[src/rtl/display_pkg.sv]
// Shared types and constants for the 7-segment digit scanner.
// Latency: n/a (types and constants only).
// Backpressure: n/a.
//
// Contents: scan FSM state enum, special nibble codes, active-low
// segment patterns ({g,f,e,d,c,b,a}, 0 = segment lit).
package display_pkg;

    typedef enum logic [1:0] {
        IDLE  = 2'd0,
        BLANK = 2'd1,
        SHOW  = 2'd2
    } scan_state_t;

    localparam logic [3:0] NUM_MINUS = 4'hA;
    localparam logic [3:0] NUM_BLANK = 4'hF;

    localparam logic [6:0] SEG_BLANK = 7'h7F;
    localparam logic [6:0] SEG_MINUS = 7'h3F;

    // Index n holds the pattern for numeral n (element 0 is the rightmost).
    localparam logic [9:0][6:0] SEG_NUMERAL = {
        7'h10,  // 9
        7'h00,  // 8
        7'h78,  // 7
        7'h02,  // 6
        7'h12,  // 5
        7'h19,  // 4
        7'h30,  // 3
        7'h24,  // 2
        7'h79,  // 1
        7'h40   // 0
    };

    // True for numerals that end a run of leading zeros.
    function automatic logic is_nonzero_numeral(input logic [3:0] n);
        return (n != 4'd0) && (n <= 4'd9);
    endfunction

endpackage

[src/rtl/seg7_encode.sv]
// Nibble + decimal point to active-low 7-segment pattern.
// Latency: combinational; the caller registers the result.
// Backpressure: none.
//
// Ports: num   - nibble code (0-9 numeral, A minus, B-F blank)
//        dp    - decimal point request, honoured even when blanked
//        blank - force the digit segments off (leading-zero blanking)
//        seg   - {dp, g..a}, active-low
module seg7_encode
    import display_pkg::*;
(
    input  logic [3:0] num,
    input  logic       dp,
    input  logic       blank,
    output logic [7:0] seg
);

    always_comb begin
        seg = {~dp, SEG_BLANK};
        if (!blank) begin
            if (num <= 4'd9) begin
                seg[6:0] = SEG_NUMERAL[num];
            end else if (num == NUM_MINUS) begin
                seg[6:0] = SEG_MINUS;
            end else if (num == NUM_BLANK) begin
                seg[6:0] = SEG_BLANK;
            end
        end
    end

endmodule

[src/rtl/display_scan.sv]
// Time-multiplexed scanner for a 4-digit 7-segment display with anti-ghost dark gap.
// Latency: ct lights BLANK_CYCLES+1 cycles after en is sampled; all outputs registered.
// Backpressure: none; free-running while en is high, dark and parked on digit 3 otherwise.
//
// Ports: clk, reset (sync, active-high), en (scan enable), lz_en (leading-zero blanking),
//        digit (select to the display mux, 3 = leftmost), num/decimal (mux return),
//        seg (active-low {dp,g..a}), ct (one-hot digit enable), frame (end-of-scan pulse).
module display_scan
    import display_pkg::*;
#(
    parameter int SCAN_DIV     = 50_000,
    parameter int BLANK_CYCLES = 500
) (
    input  logic       clk,
    input  logic       reset,
    input  logic       en,
    input  logic       lz_en,
    output logic [1:0] digit,
    input  logic [3:0] num,
    input  logic       decimal,
    output logic [7:0] seg,
    output logic [3:0] ct,
    output logic       frame
);

    localparam int CNT_W = (SCAN_DIV > 2) ? $clog2(SCAN_DIV) : 1;
    localparam logic [CNT_W-1:0] BLANK_LAST = CNT_W'(BLANK_CYCLES - 1);
    localparam logic [CNT_W-1:0] SLOT_LAST  = CNT_W'(SCAN_DIV - 1);

    scan_state_t      state_q, state_d;
    logic [CNT_W-1:0] cnt_q,   cnt_d;
    logic [1:0]       digit_q, digit_d;
    logic [3:0]       ct_q,    ct_d;
    logic [7:0]       seg_q,   seg_d;
    logic             frame_q, frame_d;
    logic             nz_q,    nz_d;

    logic             zero_blank;
    logic [7:0]       enc_seg;

    // Digit 0 always shows, so a value of plain zero is never fully dark.
    assign zero_blank = lz_en && !nz_q && (num == 4'd0) && (digit_q != 2'd0);

    seg7_encode u_enc (
        .num   (num),
        .dp    (decimal),
        .blank (zero_blank),
        .seg   (enc_seg)
    );

    always_comb begin
        state_d = state_q;
        cnt_d   = cnt_q;
        digit_d = digit_q;
        ct_d    = ct_q;
        seg_d   = seg_q;
        frame_d = 1'b0;
        nz_d    = nz_q;

        if (!en) begin
            state_d = IDLE;
            cnt_d   = '0;
            digit_d = 2'd3;
            ct_d    = 4'b0000;
            seg_d   = 8'hFF;
            nz_d    = 1'b0;
        end else begin
            case (state_q)
                IDLE: begin
                    state_d = BLANK;
                    cnt_d   = '0;
                    digit_d = 2'd3;
                    ct_d    = 4'b0000;
                    seg_d   = 8'hFF;
                    nz_d    = 1'b0;
                end
                BLANK: begin
                    cnt_d = cnt_q + 1'b1;
                    if (cnt_q == BLANK_LAST) begin
                        // Mux output has been settled for the whole dark gap.
                        state_d = SHOW;
                        seg_d   = enc_seg;
                        ct_d    = 4'b0001 << digit_q;
                        if (is_nonzero_numeral(num)) begin
                            nz_d = 1'b1;
                        end
                    end
                end
                SHOW: begin
                    if (cnt_q == SLOT_LAST) begin
                        state_d = BLANK;
                        cnt_d   = '0;
                        // 0 - 1 wraps to 3, giving the 3,2,1,0 order for free.
                        digit_d = digit_q - 2'd1;
                        ct_d    = 4'b0000;
                        seg_d   = 8'hFF;
                        if (digit_q == 2'd0) begin
                            frame_d = 1'b1;
                            nz_d    = 1'b0;
                        end
                    end else begin
                        cnt_d = cnt_q + 1'b1;
                    end
                end
                default: begin
                    state_d = IDLE;
                    cnt_d   = '0;
                    digit_d = 2'd3;
                    ct_d    = 4'b0000;
                    seg_d   = 8'hFF;
                    nz_d    = 1'b0;
                end
            endcase
        end
    end

    always_ff @(posedge clk) begin
        if (reset) begin
            state_q <= IDLE;
            cnt_q   <= '0;
            digit_q <= 2'd3;
            ct_q    <= 4'b0000;
            seg_q   <= 8'hFF;
            frame_q <= 1'b0;
            nz_q    <= 1'b0;
        end else begin
            state_q <= state_d;
            cnt_q   <= cnt_d;
            digit_q <= digit_d;
            ct_q    <= ct_d;
            seg_q   <= seg_d;
            frame_q <= frame_d;
            nz_q    <= nz_d;
        end
    end

    assign digit = digit_q;
    assign ct    = ct_q;
    assign seg   = seg_q;
    assign frame = frame_q;

endmodule

[config.mk]
export PLATFORM = sky130hd
export DESIGN_NAME = display_scan
export DESIGN_NICKNAME = d
export VERILOG_FILES = /design/src/rtl/display_pkg.sv /design/src/rtl/seg7_encode.sv /design/src/rtl/display_scan.sv
export SDC_FILE = /design/constraint.sdc
export NUM_CORES = 1
export LEC_CHECK = 0
export CAP_MARGIN = 20
export CORE_ASPECT_RATIO = 1.2
export CORE_UTILIZATION = 50
export DETAILED_ROUTE_END_ITERATION = 16
export PLACE_DENSITY_LB_ADDON = 0.15
export REMOVE_ABC_BUFFERS = 1
export SKIP_LAST_GASP = 1
export SLEW_MARGIN = 20
export SYNTH_ARGS = -nofsm -noshare
export SYNTH_HDL_FRONTEND = slang
export SYNTH_SLANG_ARGS = --single-unit
[constraint.sdc]
create_clock -name clk -period 6.99 [get_ports clk]
set_input_delay 1.398 -clock clk [delete_from_list [all_inputs] [get_ports clk]]
set_output_delay 1.398 -clock clk [all_outputs]
set_load 0.03 [all_outputs]
After elaboration in Yosys (flattened, before gate mapping) --
Memories as Yosys holds them, arrays and structs flattened. Index checks and enable logic that the tools add are counted.
Cells by class: $lt $le $gt $ge 2, reductions and logical operators 15, mux-type cells 23, equal/unequal tests 9, shift operators 1, bitwise logic cells 5, add/sub/neg operators 2
Operators by type and width (number):
- 16-bit one-hot mux with 2 select lines | 1
- 7-bit 2-to-1 mux | 4
- 16-bit by 1-bit adder with 16-bit output, second input constant | 1
- 16-bit == test, second input constant | 1
- 16-bit by 9-bit == test with 1-bit output, second input constant | 1
- 16-bit 2-to-1 mux | 1
- 8-bit 2-to-1 mux | 2
- 8-bit one-hot mux with 2 select lines | 1
- 4-bit 2-to-1 mux | 2
- 2-bit inequality test, second input constant | 4
- 4-bit one-hot mux with 2 select lines | 1
- 2-bit 2-to-1 mux | 3
- 2-bit one-hot mux with 3 select lines | 1
- 4-bit by 5-bit < comparator with 1-bit output, second input constant | 1
- 1-bit 2-to-1 mux | 5
- 1-bit NOT | 5
- 4-bit == test, second input constant | 1
- 4-bit <= comparator, second input constant | 1
- 1-bit logical AND | 4
- 2-bit zero test | 2
- 4-bit zero test | 1
- 2-bit one-hot mux with 2 select lines | 1
- 2-bit AND reduction | 2
- 4-bit AND reduction | 1
- 10 further kinds | 10
Word-level totals: register bits 34, word-level logic and storage cells 65, memories kept 1, ROM bits 112, output and inout bits 15
Memories:
- (name not given) | depth 16, width 7, rd ports 1, clocked after memory_dff 0, write ports 0, RTL line seg7_encode.sv:22 | seg[6:0] = SEG_NUMERAL[num];

Logic depth before layout (Yosys ltp) --
Gate-level depths: netlist of the first run.
depth in word-level cells 7, mapped depth 6, gate-level depth less buffers 6

Modules after synthesis --
A second synthesis of the first run with hierarchy kept.
Second synthesis, totals: cell total of the unflattened synthesis 224, area, all modules 1958.1 um^2
By module, submodules not included:
- display_scan | instances 1, sequential area each 680.7 um^2, area each 1714.1 um^2, cells each 191
- seg7_encode | instances 1, sequential area each 0.0 um^2, area each 244.0 um^2, cells each 33

Least setup slack after synthesis of the first run --
OpenSTA, ideal clock, no wires.
path kind in2reg, start point in num[2], end point reg seg_q[0], in the netlist seg[0], arrival 2.359 ns, slack 4.514 ns, required time 6.873 ns, stages on the path 5, cells stage by stage clkbuf_1 -> nor2_1 -> a31oi_1 -> nand4_1 -> o22a_1
On the way: word-level cells in the longest chain between the ends 6, elaborated cells between the ends (all ways) 10, those cells by class 1 x order compare; 5 x mux; 3 x reduce/logical; 1 x memory
Ends and longest elaborated chain:
- from (decl) | RTL line display_scan.sv:19 | input logic [3:0] num,
- memory read 16 x 7 bit or 4-bit zero test (tied branches)
- 7-bit 2-to-1 mux (not written as such) or 1-bit logical AND (tied branches) | RTL line seg7_encode.sv:22, display_scan.sv:42
- 7-bit 2-to-1 mux or 1-bit logical AND (tied branches) | RTL line seg7_encode.sv:21, display_scan.sv:42
- 7-bit 2-to-1 mux (*) | RTL line seg7_encode.sv:20 | if (!blank) begin
- 8-bit 2-to-1 mux (*) | RTL line display_scan.sv:79 | if (cnt_q == BLANK_LAST) begin
- 8-bit one-hot mux with 2 select lines (*) | RTL line display_scan.sv:68 | case (state_q)
- to (signal assigned) | RTL line display_scan.sv:131 | seg_q <= seg_d;
- to (decl) | RTL line display_scan.sv:34 | logic [7:0] seg_q, seg_d;
Mark *: on every way between the ends. The rest lies on a longest branch, timed or not. The select of a mux whose other input is x is not followed. A chain may end at the register's enable or synchronous reset.

Worst setup path in the final report of the first run --
start point in en, end point reg cnt_q[13]
On the way: word-level cells in the longest chain between the ends 2
Ends and longest elaborated chain:
- from (decl) | RTL line display_scan.sv:16 | input logic en,
- 1-bit NOT (no line)
- 2-bit OR reduction (no line)
- to (signal assigned) | RTL line display_scan.sv:128 | cnt_q <= cnt_d;
- to (decl) | RTL line display_scan.sv:31 | logic [CNT_W-1:0] cnt_q, cnt_d;
No other way between the ends.

==> out/qor.tcl, run 1 <==
set qor(final-seq-area_um2) 680.7
set qor(run_status) {finished, final reports clean}
set qor(tns_ps) 0
set qor(synth.mux.area_fraction_pct) 3.376
set qor(timing.reg2reg.worst_path_depth) 4
set qor(crit-reg2reg-capture) {cnt_q[13]}
set qor(clock-skew-final_ps) 5.368
set qor(yosys_register_bits) 34
set qor(worstSetupPathType) {in2reg}
set qor(drt_antenna_net_count) 0
set qor(synth_adder_area_share_pct) 9.845
set qor(slew_headroom_pct) 38.61
set qor(cp_max_fanout) 16
set qor(yosysWarningCount) 0
set qor(grt_pass1_vias) 1472
set qor(dp_hpwl_um) 2823
set qor(ys.flop_type) {sky130_fd_sc_hd__dfxtp_1}
set qor(timing.hold.worst_path_depth) 2
set qor(power.static_leakage_nw) 0.7736
set qor(timing.final.crit_period_ps) 3184
set qor(chipHeight_um) 67.35
set qor(total_of_fill_cells_in_the_finished_design) 311
set qor(wire_per_inst_um) 14.09
set qor(grt_first_pass_wirelength_um) 6265
set qor(synthesis.area_um2) 1779
set qor(ios) 24
set qor(synth_enable_flop_cells) 0
set qor(hp-class) {reg2reg}
set qor(synth_cells) 202
set qor(layout.cells.non_filler) 264
set qor(numCtsBuffers) 5
set qor(setup_viol) 0
set qor(grt_setup_unrepaired) {false}
set qor(totalPowerFinal_uw) 375.1
set qor(synth_top_family_by_area) {simple AND/OR/NAND/NOR gates}
set qor(synth_xor_area_share_pct) 6.399
set qor(synth_compound_gate_area_share_pct) 14.63
set qor(clk_path_buf_depth) 2
set qor(slowest_stage) {sky130_fd_sc_hd__nor2b_1}
set qor(cts_tree) {done}
set qor(synthDominantAreaCellType) {sky130_fd_sc_hd__dfxtp_1}
set qor(end_kind) {flop}
set qor(worst_tran_pin_value_ps) 919.0
set qor(synth_top_cells_by_count) {sky130_fd_sc_hd__dfxtp_1, sky130_fd_sc_hd__nor2_1, sky130_fd_sc_hd__ha_1}
set qor(synthTopCellsByArea) {sky130_fd_sc_hd__dfxtp_1, sky130_fd_sc_hd__ha_1, sky130_fd_sc_hd__nor2_1}
set qor(grt_max_degree) 17
set qor(path_clk_slew_ps) 70
set qor(place_inst) 256
set qor(finalWeightedCongestion) 0.7907
set qor(async_reset_ff_share_pct) 0
set qor(startpoint_type) {primary input}
set qor(core-area_um2) 3367
set qor(critical_path.max_stage_delay_ps) 740
set qor(vias_per_cell) 5.799
set qor(post_route_cells_drive_above_1_share_pct) 4.405
set qor(hold-path-endpoint) {ct[3]}
set qor(groute.usage.overall_pct) 21.22
set qor(cap_viol_max_count) 0
set qor(sequential_element_share_of_the_synthesized_area_pct) 38.26
set qor(clkLatencyLatePin_ps) 280
set qor(cts_resized) 0
set qor(antenna_found_initial) 0
set qor(syn_to_final_growth_pct) 19.27
set qor(clock.fmax_mhz) 314.0
set qor(core.rowCount) 23
set qor(p_per_area_nw_per_um2) 176.8
set qor(portBuffers) 23
set qor(cts_root_buffer) {sky130_fd_sc_hd__clkbuf_8}
set qor(drt_first_pass_iters) 4
set qor(cts.sink_count) 34
set qor(timing.critical_path.arrival_ps) 3390
set qor(numnets_final) 249
set qor(multi_input_area_um2) 1032
set qor(timing_hold_violations_final) 0
set qor(final_min_period_over_clock_period_pct) 45.56
set qor(reg2reg_from) {cnt_q[11]}
set qor(floorplan.initialDensity_pct) 52.84
set qor(worst_ir_drop_vdd_mv) 0.1815
set qor(hp-start) {ct[3]}
set qor(ant_diodes) 0
set qor(hold_ws_ps) 468.8
set qor(synth_largest_type_area_fraction_pct) 38.26
set qor(post-cts-setup-buffer-count) 0
set qor(wl_um) 3721
set qor(avgSynthCellArea_um2) 8.808
set qor(initialDrtViolationCount) 55
set qor(yosys.cell_count.top_type) {sky130_fd_sc_hd__dfxtp_1}
set qor(netlist-cell-type-count) 39
set qor(critical_path.cell_chain) {clkdlybuf4s50_1, nor2b_1, o211ai_2, nor2_1}
set qor(die_w_um) 56.46
set qor(die_area_um2) 3802
set qor(drv_slew) 0
set qor(post_synthesis_simple_gate_area_fraction_pct) 23.77
set qor(crit_start) {en}
set qor(detail_route.drc_violations) 0
set qor(worstPathRequired_ps) 7200
set qor(routed-via-count) 1531
set qor(cts.hold.buffers_added) 0
set qor(globalRoute.totalOverflow) 0
set qor(htree_levels) 2
set qor(setup.reg_to_reg.worst_slack_ps) 4490
-- worst max-delay path, delay by kind of cell --
family | cells | cell delay [ps]
and+or+nand+nor | 2 | 980
buffers and inverters | 1 | 490
AOI/OAI and AO/OA | 1 | 530
-- layout make-up --
cell class	instances	area share (%)
timing repair buffer	23	10.85
inverter	11	1.946
sequential	34	32.08
multi-input combinational	151	48.64
clock inverter	1	0.2358
tap	37	2.182
clock buffer	7	4.068
-- kinds of logic (layout without fill, tap and decap cells) --
kind of cell / Yosys count / count (layout)
compound gates: 33 / 33
xor+xnor: 13 / 13
fa+ha+maj: 14 / 14
buf+inv: 17 / 42
flops: 34 / 34
mux: 6 / 6
simple gates: 85 / 85
-- power breakdown --
group	internal (mW)	switching, mW
Combinational	0.0139	0.0181
Clock	0.0794	0.0675
Sequential	0.195	0.00114
-- cell usage in the layout (no fill, tap or decap), types with 2 or more instances in the layout --
master and instances:
sky130_fd_sc_hd__a21oi_1 8, sky130_fd_sc_hd__and2_1 2, sky130_fd_sc_hd__nor2_1 29, sky130_fd_sc_hd__ha_1 14, sky130_fd_sc_hd__nand2b_1 2, sky130_fd_sc_hd__a31oi_1 2, sky130_fd_sc_hd__nor4_1 6, sky130_fd_sc_hd__nand4_1 5
sky130_fd_sc_hd__dfxtp_1 34, sky130_fd_sc_hd__mux2i_1 6, sky130_fd_sc_hd__nand2_1 13, sky130_fd_sc_hd__nand3_1 10, sky130_fd_sc_hd__o41a_1 2, sky130_fd_sc_hd__inv_1 11, sky130_fd_sc_hd__clkbuf_8 6, sky130_fd_sc_hd__xnor2_1 12
sky130_fd_sc_hd__or4_1 3, sky130_fd_sc_hd__o21ai_0 4, sky130_fd_sc_hd__clkdlybuf4s50_1 23, sky130_fd_sc_hd__o22a_1 6, sky130_fd_sc_hd__nor2b_1 2, sky130_fd_sc_hd__nor3_1 7, sky130_fd_sc_hd__nand3b_1 2
-- per-layer routing --
layer	routed length, um	GRT usage, %	vias up
li1	-	-	766
met1	1594	22.68	729
met2	1923	39.26	31
met3	133	5.172	5
met4	69	10.06	0
met5	0	0	-
-- sequential cells by signal (all words and copies together) (netlist names) --
signal / flops
ct: 4
digit: 2
seg: 8
state_q: 2
nz_q: 1
frame: 1
cnt_q: 16
-- stage by stage --
stage	area, um^2	util (%)	worst slack, ps
floorplan	1754	-	4407
global placement	2031	60.31	3644
detailed placement	2031	60.31	3551
CTS	2122	63.02	3847
global route	2122	63.02	3638
finish	2122	63.02	3806
-- worst max-delay path by stage --
| stage | to | cells after the start |
|---|---|---|
| 3_3_place_gp | cnt_q[15] | 4 |
| 5_1_grt | cnt_q[15] | 4 |
| 6_report | cnt_q[13] | 4 |
| 2_1_floorplan | seg[5] | 3 |
| 4_1_cts | cnt_q[13] | 4 |
| 3_5_place_dp | cnt_q[13] | 4 |
(Power assumes the default switching activity.)
==> inputs of run 2 (changes only) <==
CORE_UTILIZATION = 49   (was 50)
clock period = 2.7 ns   (was 6.99 ns; I/O delays follow)
==> out/qor.tcl, run 2 (same netlist as run 1, synthesis figures left out) <==
set qor(grt_max_degree) 17 ;# unchanged
set qor(power.share.sequential_pct) 48.2 ;# was 52.3%
set qor(cellInternalPower_uw) 815.2 ;# was 288.3 uW
set qor(startpoint_type) {flop} ;# was primary input
set qor(place_inst) 260 ;# was 256
set qor(die_area_um2) 3877 ;# was 3802 um^2
set qor(max_flop_register) {cnt_q} ;# unchanged
set qor(hp-class) {reg2reg} ;# unchanged
set qor(timing_hold_violations_final) 0 ;# unchanged
set qor(cts.hold.buffers_added) 0 ;# unchanged
set qor(comb_power_share_pct) 8.2 ;# was 8.5%
set qor(clock-skew-final_ps) 8.269 ;# was 5.368 ps
set qor(layout_setup_ws_ps) 338.0 ;# was 3806 ps
set qor(syn_to_final_growth_pct) 21.94 ;# was 19.27%
set qor(dp_hpwl_um) 2815 ;# was 2823 um
set qor(largest_reg_flops) 16 ;# unchanged
set qor(leading_cell_type_in_the_layout_fill_and_taps_excluded) {sky130_fd_sc_hd__dfxtp_1} ;# unchanged
set qor(grt_setup_unrepaired) {false} ;# unchanged
set qor(finalWeightedCongestion) 0.7872 ;# was 0.7907
set qor(totalPowerFinal_mw) 1.054 ;# was 375.1 uW
set qor(chipHeight_um) 68.01 ;# was 67.35 um
set qor(path_clk_slew_ps) 70 ;# about the same
set qor(setup_viol) 0 ;# unchanged
set qor(ant_diodes) 0 ;# unchanged
set qor(detail_route.drc_violations) 0 ;# unchanged
set qor(slowest_stage) {sky130_fd_sc_hd__or4bb_1} ;# was sky130_fd_sc_hd__nor2b_1
set qor(clkLatencyLatePin_ps) 290 ;# was 280 ps
set qor(worst_ir_drop_vdd_mv) 0.2927 ;# was 0.1815 mV
set qor(die_w_um) 57.01 ;# was 56.46 um
set qor(portBuffers) 23 ;# unchanged
set qor(switching_share_pct) 22.67 ;# was 23.13%
set qor(tns_ps) 0 ;# unchanged
set qor(timing.final.crit_period_ps) 2362
set qor(numCtsBuffers) 5 ;# unchanged
set qor(worstSetupPathType) {reg2reg} ;# was in2reg
set qor(vias_per_cell) 5.765 ;# was 5.799
set qor(wire_per_inst_um) 14.20 ;# was 14.09 um
set qor(end_kind) {flop} ;# unchanged
set qor(timing.critical_path.arrival_ps) 2500 ;# was 3390 ps
set qor(routed-via-count) 1545 ;# was 1,531
set qor(switching_power_uw) 238.9 ;# was 86.78 uW
set qor(grt_first_pass_wirelength_um) 6306 ;# was 6265 um
set qor(cts_root_buffer) {sky130_fd_sc_hd__clkbuf_8} ;# unchanged
set qor(worstPathRequired_ps) 2840 ;# was 7200 ps
set qor(mostFrequentLayoutCells) {sky130_fd_sc_hd__dfxtp_1, sky130_fd_sc_hd__nor2_1, sky130_fd_sc_hd__clkdlybuf4s50_1, sky130_fd_sc_hd__ha_1, sky130_fd_sc_hd__nand2_1} ;# unchanged
set qor(critical_path.cell_chain) {or4bb_1, o41a_1, nor2_1, a41oi_1} ;# was clkdlybuf4s50_1, nor2b_1, o211ai_2, nor2_1
set qor(drt_first_pass_iters) 4 ;# unchanged
set qor(p_per_area_nw_per_um2) 485.8 ;# was 176.8 nW/um^2
set qor(htree_levels) 2 ;# unchanged
set qor(pre_cts_slack_ps) 340.0 ;# was 3551 ps
set qor(core-area_um2) 3396 ;# was 3367 um^2
set qor(clk_path_buf_depth) 2 ;# unchanged
set qor(path_delay_family) {simple AND/OR/NAND/NOR gates} ;# unchanged
set qor(floorplan.initialDensity_pct) 52.39 ;# was 52.84%
set qor(clock.fmax_mhz) 423.4
set qor(ios) 24 ;# unchanged
set qor(groute.usage.overall_pct) 21.55 ;# was 21.22%
set qor(total_of_fill_cells_in_the_finished_design) 302 ;# was 311
set qor(hold_ws_ps) 455.9 ;# was 468.8 ps
set qor(clock_power_share_pct) 43.6 ;# was 39.2%
set qor(cts_tree) {done} ;# unchanged
set qor(wl_um) 3805 ;# was 3721 um
set qor(power.static_leakage_nw) 0.8011 ;# was 0.7736 nW
set qor(post_route_cells_drive_above_1_share_pct) 6.494 ;# was 4.405%
set qor(initialDrtViolationCount) 82 ;# was 55
set qor(final_min_period_over_clock_period_pct) 87.48
set qor(layout.cells.non_filler) 268 ;# was 264
set qor(worst_tran_pin_value_ps) 526.2 ;# was 919.0 ps
set qor(cp_max_fanout) 8 ;# was 16
set qor(cap_viol_max_count) 0 ;# unchanged
set qor(critical_path.max_stage_delay_ps) 620 ;# was 740 ps
set qor(path_depth) 4 ;# unchanged
set qor(critical_path_buf_inv_count) 0 ;# was 1
set qor(globalRoute.totalOverflow) 0 ;# unchanged
set qor(post-cts-setup-buffer-count) 0 ;# unchanged
set qor(core.rowCount) 23 ;# unchanged
set qor(cts_resized) 0 ;# unchanged
set qor(grt_pass1_vias) 1447 ;# was 1,472
set qor(drt_antenna_net_count) 0 ;# unchanged
set qor(antenna_found_initial) 0 ;# unchanged
set qor(numnets_final) 253 ;# was 249
set qor(cts.sink_count) 34 ;# unchanged
set qor(run_status) {finished, final reports clean} ;# unchanged
set qor(drv_slew) 0 ;# unchanged
set qor(timing.hold.worst_path_depth) 2 ;# unchanged
set qor(slew_headroom_pct) 64.92 ;# was 38.61%
set qor(timing.reg2reg.worst_path_depth) 4 ;# unchanged
-- run 2: changes by cell type in the layout (fill, tap and decap cells not counted) --
cell | before | now
sky130_fd_sc_hd__buf_4 | 0 | 4
sky130_fd_sc_hd__bufinv_16 | 0 | 1
sky130_fd_sc_hd__clkbuf_1 | 1 | 0
sky130_fd_sc_hd__clkbuf_8 | 6 | 5
sky130_fd_sc_hd__clkinv_2 | 1 | 2
-- run 2: per-layer routing --
layer / global-route usage, % / wire [um] / up-vias
met3: 4.726 / 126 / 9
met1: 23.69 / 1653 / 727
met5: 0 / 0 / -
li1: - / - / 776
met2: 39.41 / 1975 / 33
met4: 10.67 / 51 / 0
-- run 2: area by class of cell --
type | instances | area, um^2 | area share (%)
tap | 37 | 46.29 | 2.134
multi-input combinational | 151 | 1032 | 47.58
clock buffer | 5 | 68.82 | 3.172
clock inverter | 3 | 40.04 | 1.845
timing repair buffer | 27 | 260.3 | 12.00
sequential | 34 | 680.7 | 31.37
inverter | 11 | 41.29 | 1.903
-- run 2: path summary, 6_finish.rpt --
kind | endpoint | start | slack [ps]
worst max-delay path | seg[7] | cnt_q[14] | 340
worst max register to register | seg[7] | cnt_q[14] | 340
worst min-delay path | ct[3] | ct[3] | 460
worst min register to register | ct[3] | ct[3] | 460
-- run 2: per-stage QoR --
stage,utilization (%),cell area (um^2)
finish,63.89,2170
global route,63.89,2170
CTS,63.89,2170
detailed placement,60.69,2061
global placement,60.69,2061
floorplan,-,1754
-- run 2: tightest hold or removal path, delay by kind of cell, from the launching register on --
kind / cells / cell delay, ps
simple gates: 1 / 50
mux: 1 / 50
flops: 1 / 310
-- run 2: power by group through the flow --
stage | combinational, mW | sequential, mW | clock [mW]
finish | 0.0869 | 0.508 | 0.459
CTS | 0.0871 | 0.508 | 0.466
floorplan | 0.0507 | 0.521 | 0
detailed placement | 0.0867 | 0.519 | 0
global route | 0.0961 | 0.508 | 0.486
global placement | 0.0837 | 0.519 | 0
